**src/rtl/dmem_arbiter.sv**
```systemverilog
// Two-port round-robin arbiter in front of a single data-memory port: IDLE -> ACCESS -> RESP.
// Define DMEM_ARB_MISALIGN_CHK_EN to reject misaligned half/word accesses with errx.
module dmem_arbiter #(
  parameter int ADDR_WIDTH = 32,
  parameter int DATA_WIDTH = 32
) (
  input  logic                  clk,
  input  logic                  rst,
  // requester 0
  input  logic                  req0,
  input  logic                  we0,
  input  logic [2:0]            func30,
  input  logic [ADDR_WIDTH-1:0] addr0,
  input  logic [DATA_WIDTH-1:0] wdata0,
  output logic                  gnt0,
  output logic                  rvalid0,
  output logic [DATA_WIDTH-1:0] rdata0,
  output logic                  err0,
  // requester 1
  input  logic                  req1,
  input  logic                  we1,
  input  logic [2:0]            func31,
  input  logic [ADDR_WIDTH-1:0] addr1,
  input  logic [DATA_WIDTH-1:0] wdata1,
  output logic                  gnt1,
  output logic                  rvalid1,
  output logic [DATA_WIDTH-1:0] rdata1,
  output logic                  err1,
  // memory side
  output logic                  mem_we,
  output logic [2:0]            mem_func3,
  output logic [ADDR_WIDTH-1:0] mem_addr,
  output logic [DATA_WIDTH-1:0] mem_wdata,
  input  logic [DATA_WIDTH-1:0] mem_rdata
);

  typedef enum logic [1:0] {
    IDLE   = 2'd0,
    ACCESS = 2'd1,
    RESP   = 2'd2
  } state_t;

  state_t                state;
  state_t                state_nx;

  logic                  last;      // port served by the most recent completed access
  logic                  win;       // port owning the in-flight transaction
  logic                  pick;
  logic                  any_req;
  logic                  misaligned;

  logic                  lat_we;
  logic [2:0]            lat_func3;
  logic [ADDR_WIDTH-1:0] lat_addr;
  logic [DATA_WIDTH-1:0] lat_wdata;

  assign any_req = req0 | req1;
  // Contention goes to the port that was not served last; a lone requester always wins.
  assign pick    = (req0 && req1) ? ~last : req1;

  // NOTE: sequential state is updated only with non-blocking assignments so every
  // register samples pre-edge values regardless of process ordering.
  always_ff @(posedge clk or posedge rst) begin
    if (rst) begin
      state <= IDLE;
    end else begin
      state <= state_nx;
    end
  end

  // NOTE: state_nx gets its default before the case so no path leaves it unassigned
  // (that would infer a latch).
  always_comb begin
    state_nx = state;
    case (state)
      IDLE:    if (any_req) state_nx = ACCESS;
      ACCESS:  state_nx = RESP;
      RESP:    state_nx = IDLE;
      default: state_nx = IDLE;
    endcase
  end

  always_ff @(posedge clk or posedge rst) begin
    if (rst) begin
      last      <= 1'b1;
      win       <= 1'b0;
      lat_we    <= 1'b0;
      lat_func3 <= 3'h2;
      lat_addr  <= '0;
      lat_wdata <= '0;
      rdata0    <= '0;
      rdata1    <= '0;
    end else begin
      if (state == IDLE && any_req) begin
        win       <= pick;
        lat_we    <= pick ? we1    : we0;
        lat_func3 <= pick ? func31 : func30;
        lat_addr  <= pick ? addr1  : addr0;
        lat_wdata <= pick ? wdata1 : wdata0;
      end
      if (state == ACCESS) begin
        last <= win;
        // Store responses carry no data, and rejected accesses must leave rdata intact.
        if (!lat_we && !misaligned) begin
          if (win) rdata1 <= mem_rdata;
          else     rdata0 <= mem_rdata;
        end
      end
    end
  end

`ifdef DMEM_ARB_MISALIGN_CHK_EN
  assign misaligned = ((lat_func3[1:0] == 2'b01) && lat_addr[0]) ||
                      ((lat_func3[1:0] == 2'b10) && (lat_addr[1:0] != 2'b00));
  assign err0       = rvalid0 && misaligned;
  assign err1       = rvalid1 && misaligned;
`else
  assign misaligned = 1'b0;
  assign err0       = 1'b0;
  assign err1       = 1'b0;
`endif

  assign gnt0    = (state == ACCESS) && !win;
  assign gnt1    = (state == ACCESS) &&  win;
  assign rvalid0 = (state == RESP)   && !win;
  assign rvalid1 = (state == RESP)   &&  win;

  // The latch registers only change when a new winner is taken, so the memory
  // address/data/func3 naturally hold their last values outside ACCESS.
  assign mem_we    = (state == ACCESS) && lat_we && !misaligned;
  assign mem_func3 = lat_func3;
  assign mem_addr  = lat_addr;
  assign mem_wdata = lat_wdata;

endmodule

```
**config.mk**
```make
export PLATFORM = sky130hd
export DESIGN_NAME = dmem_arbiter
export DESIGN_NICKNAME = d
export VERILOG_FILES = /design/src/rtl/dmem_arbiter.sv
export SDC_FILE = /design/constraint.sdc
export NUM_CORES = 1
export LEC_CHECK = 0
export CORE_MARGIN = 2
export CORE_UTILIZATION = 40
export DETAILED_ROUTE_END_ITERATION = 7
export HOLD_SLACK_MARGIN = 0.08
export PLACE_DENSITY_LB_ADDON = 0.08
export SYNTH_ARGS = -nofsm -noshare
export SYNTH_HDL_FRONTEND = slang
export SYNTH_SLANG_ARGS = --single-unit
```
**constraint.sdc**
```tcl
create_clock -name clk -period 5.9 [get_ports clk]
set_clock_uncertainty 0.1 [all_clocks]
set_input_delay 0.885 -clock clk [delete_from_list [all_inputs] [get_ports clk]]
set_output_delay 0.885 -clock clk [all_outputs]
set_load 0.05 [all_outputs]
```
==> metrics.log <==
INFO  metric netlist_instances = 378
INFO  metric layout.cells.most_common = sky130_fd_sc_hd__clkdlybuf4s50_1
INFO  metric post_cts_resized = 0
INFO  metric grt_max_degree = between 80 and 90
INFO  metric antenna_cells = 0
INFO  metric regToRegEndpoint = mem_wdata[29]$_DFFE_PP0P_
INFO  metric ys_seq_area_frac = 0.5699
INFO  metric clock_tree.buffer_depth = 2
INFO  metric fin_total_pwr = 0.006668 W
INFO  metric die_height = 126.2 um
INFO  metric hp-start = last$_DFFE_PP1N_
INFO  metric insertion_delay = 0.41 ns
INFO  metric design.die.area = 0.01593 mm^2
INFO  metric num_vias = 4261
INFO  metric ff_latch_area = between 0.003 and 0.004 mm^2
INFO  metric post_cts.repair.setup_buffers = 0
INFO  metric main_area_contributors_after_synthesis = sky130_fd_sc_hd__dfrtp_1, sky130_fd_sc_hd__mux2_2, sky130_fd_sc_hd__mux2_4
INFO  metric grt.total_usage = 0.2064
INFO  metric routedWlPerCell = 18.38 um
INFO  metric clock_tree_from_tritoncts = done
INFO  metric worst_ep_required_time = 4.91 ns
INFO  metric cts_hold_repair.buffers = 0
INFO  metric layout.cells.most_common_list = sky130_fd_sc_hd__clkdlybuf4s50_1, sky130_fd_sc_hd__mux2_2, sky130_fd_sc_hd__dfrtp_1
INFO  metric post_route_core_utilization = 0.6774
INFO  metric number_of_max_cap_violations = 0
INFO  metric global_route.peak_usage_layer = met2
INFO  metric synth.ff_latch_count = about 140
INFO  metric power_density = slightly below 700 mW/mm^2
INFO  metric drc = 0
INFO  metric hold_end = last$_DFFE_PP1N_
INFO  metric io_pins = 310
INFO  metric timing_worst_slew_pin_value = 1.087 ns
INFO  metric grt_setup_unrepaired = false
INFO  metric timing.slew.headroom = 0.2752
INFO  metric grt_remaining_overflow = 0
INFO  metric globalRouteMet1Util = 0.2242
INFO  metric worst_hold_path.num_cells = 2
INFO  metric cts-htree-levels = 4
INFO  metric grt_use_met3 = 0.07986
INFO  metric core_area = 0.01459 mm^2
INFO  metric timing.reg2reg.setup_slack = 3.55 ns
INFO  metric placer_congestion_estimate = 0.7557
INFO  metric min_path_type = flip-flop to flip-flop
INFO  metric globalRouteMet2Util = 0.3618
INFO  metric synth-async-reset-ratio = 1.000
INFO  metric placement_rows = 44
INFO  metric drt-pass1-iter-count = 4
INFO  metric critPathLaunchType = flip-flop
INFO  metric synth.cell_area = 0.005976 mm^2
INFO  metric final_nets = 858
INFO  metric io_buffer_count = about 310
INFO  metric drt-vias-per-instance = 4.826
INFO  metric post_synth_top_area_cell = sky130_fd_sc_hd__dfrtp_1
INFO  metric cts_made_buffers = 17
INFO  metric cp.arrival = ~2.1 ns
INFO  metric synth_ff_type = sky130_fd_sc_hd__dfrtp_1
INFO  metric setup_tns = 0 ns
INFO  metric cp_max_fo = 6
INFO  metric setup_viol = 0
INFO  metric worst-setup-path-type = flip-flop to output port
INFO  metric min_period_over_period = 0.5288
INFO  metric area_growth = 65.39%
INFO  metric post-dp-hpwl = ~12 mm
INFO  metric yosysUniqueCellTypes = 19
INFO  metric clk_pin_slew_worst_paths = 0.06 ns
INFO  metric r2r_cells = 3
INFO  metric number_of_global_route_vias_before_repair = approximately 4700
INFO  metric grt_first_pass_wirelength = roughly 25 mm
INFO  metric finalCriticalPeriod = 3.120 ns
INFO  metric multiInputGateArea = 0.002441 mm^2
INFO  metric synth_enable_flop_cells = 0
INFO  metric cts.root.buffer_cell = sky130_fd_sc_hd__clkbuf_16
INFO  metric floorplan.initialDensity = 0.4096
INFO  metric crit-reg2reg-launch = last$_DFFE_PP1N_
INFO  metric dp_cells = between 800 and 900
INFO  metric ir_drop = approximately 0.00042 V
INFO  metric layout.cells.non_filler = 883
INFO  metric finalWirelength = 16.23 mm
INFO  metric antenna_violating_nets_left = 0
INFO  metric fill_cells = 1067
INFO  metric avgSynthCellArea = 15.81 um^2
INFO  metric yosys_warnings = 0
INFO  metric cellLeakagePower = 4.071 nW
INFO  metric slew_viol_final = 0
INFO  metric die-width = approximately 130 um
INFO  metric critical_path.endpoint_type = output port
INFO  metric dr.first_iter.drc_count = 87
INFO  metric run_status = completed
INFO  metric number_of_antenna_violations_at_the_first_check_in_global_routing = 0
INFO  metric fmaxAchievable = 0.3205 GHz
INFO  metric drive_above_1_share = 0.3448
INFO  metric clock-sinks = 136
INFO  metric yosysTopAreaCellShare = 0.5611
INFO  metric timing.final.hold_violations = 0
## worst max-delay path, stage by stage, from the launching register on
cell                              delay, ns
sky130_fd_sc_hd__dfrtp_1               0.43
sky130_fd_sc_hd__nand2b_1              0.25
sky130_fd_sc_hd__inv_1                 0.10
sky130_fd_sc_hd__and2_1                0.12
sky130_fd_sc_hd__clkdlybuf4s50_1       0.82
## per-stage QoR
| stage | hold slack [ns] | setup WS [ns] | cell area, um^2 |
|---|---|---|---|
| 5_1_grt | 0.3902 | 2.660 | 9883 |
| 3_3_place_gp | 0.3737 | 2.730 | 9200 |
| 6_report | 0.3800 | 2.780 | 9883 |
| 3_5_place_dp | 0.3772 | 2.678 | 9200 |
| 4_1_cts | 0.3870 | 2.730 | 9883 |
| 2_1_floorplan | 0.3395 | 1.279 | 5979 |
## registers in the layout, indices dropped and copies added (netlist names)
register	count
last	1
lat_we	1
mem_addr	32
mem_func3	3
mem_wdata	32
rdata0	32
rdata1	32
state	2
win	1
## cells in the mapped netlist (2+ instances only)
cell / number
sky130_fd_sc_hd__buf_2: 18
sky130_fd_sc_hd__inv_1: 4
sky130_fd_sc_hd__nor3_2: 2
sky130_fd_sc_hd__nand2_1: 2
sky130_fd_sc_hd__mux2_1: 2
sky130_fd_sc_hd__buf_4: 2
sky130_fd_sc_hd__nor2_1: 3
sky130_fd_sc_hd__dfstp_2: 2
sky130_fd_sc_hd__buf_6: 3
sky130_fd_sc_hd__mux2_2: 180
sky130_fd_sc_hd__nor3b_1: 2
sky130_fd_sc_hd__mux2_4: 18
sky130_fd_sc_hd__dfrtp_1: 134
## metal layers
layer	vias up	share of wire
li1	1965	-
met1	2081	0.37
met2	192	0.52
met3	23	0.091
met4	0	0.023
met5	-	0
## area by class of cell
type                            count  share of cell area
Sequential cell                   136              0.3446
Timing Repair Buffer              311              0.3140
Tap cell                          184             0.02329
Multi-Input combinational cell    216              0.2470
Inverter                            4            0.002026
Clock inverter                     14             0.02469
Clock buffer                       18             0.04444
## power by group
group          internal (W)  switching [W]  total (W)
clock network      0.000808       0.000403    0.00121
registers           0.00142       0.000254    0.00167
logic               0.00147        0.00231    0.00378
## worst max-delay path by stage
stage	startpoint	to	slack (ns)	cells after the start
after global routing	state[1]$_DFFE_PP0P_	mem_we	2.66	4
after CTS	state[1]$_DFFE_PP0P_	mem_we	2.73	4
after global placement	req0	mem_wdata[3]$_DFFE_PP0P_	2.73	4
after detailed placement	req0	mem_wdata[29]$_DFFE_PP0P_	2.68	4
after floorplan	rst	lat_we$_DFFE_PP0P_	1.28	1
final	state[1]$_DFFE_PP0P_	mem_we	2.78	4
## cell families (layout without fill, tap and decap cells)
| logic type | Yosys count | after routing | synth area share |
|---|---|---|---|
| DFF | 136 | 136 | 0.5699 |
| other | 1 | 2 | 0.0006275 |
| AOI/OAI and AO/OA | 2 | 2 | 0.003141 |
| and+or+nand+nor | 12 | 12 | 0.01235 |
| buffers and inverters | 27 | 347 | 0.02575 |
| muxes | 200 | 200 | 0.3882 |
(Power assumes the default switching activity.)
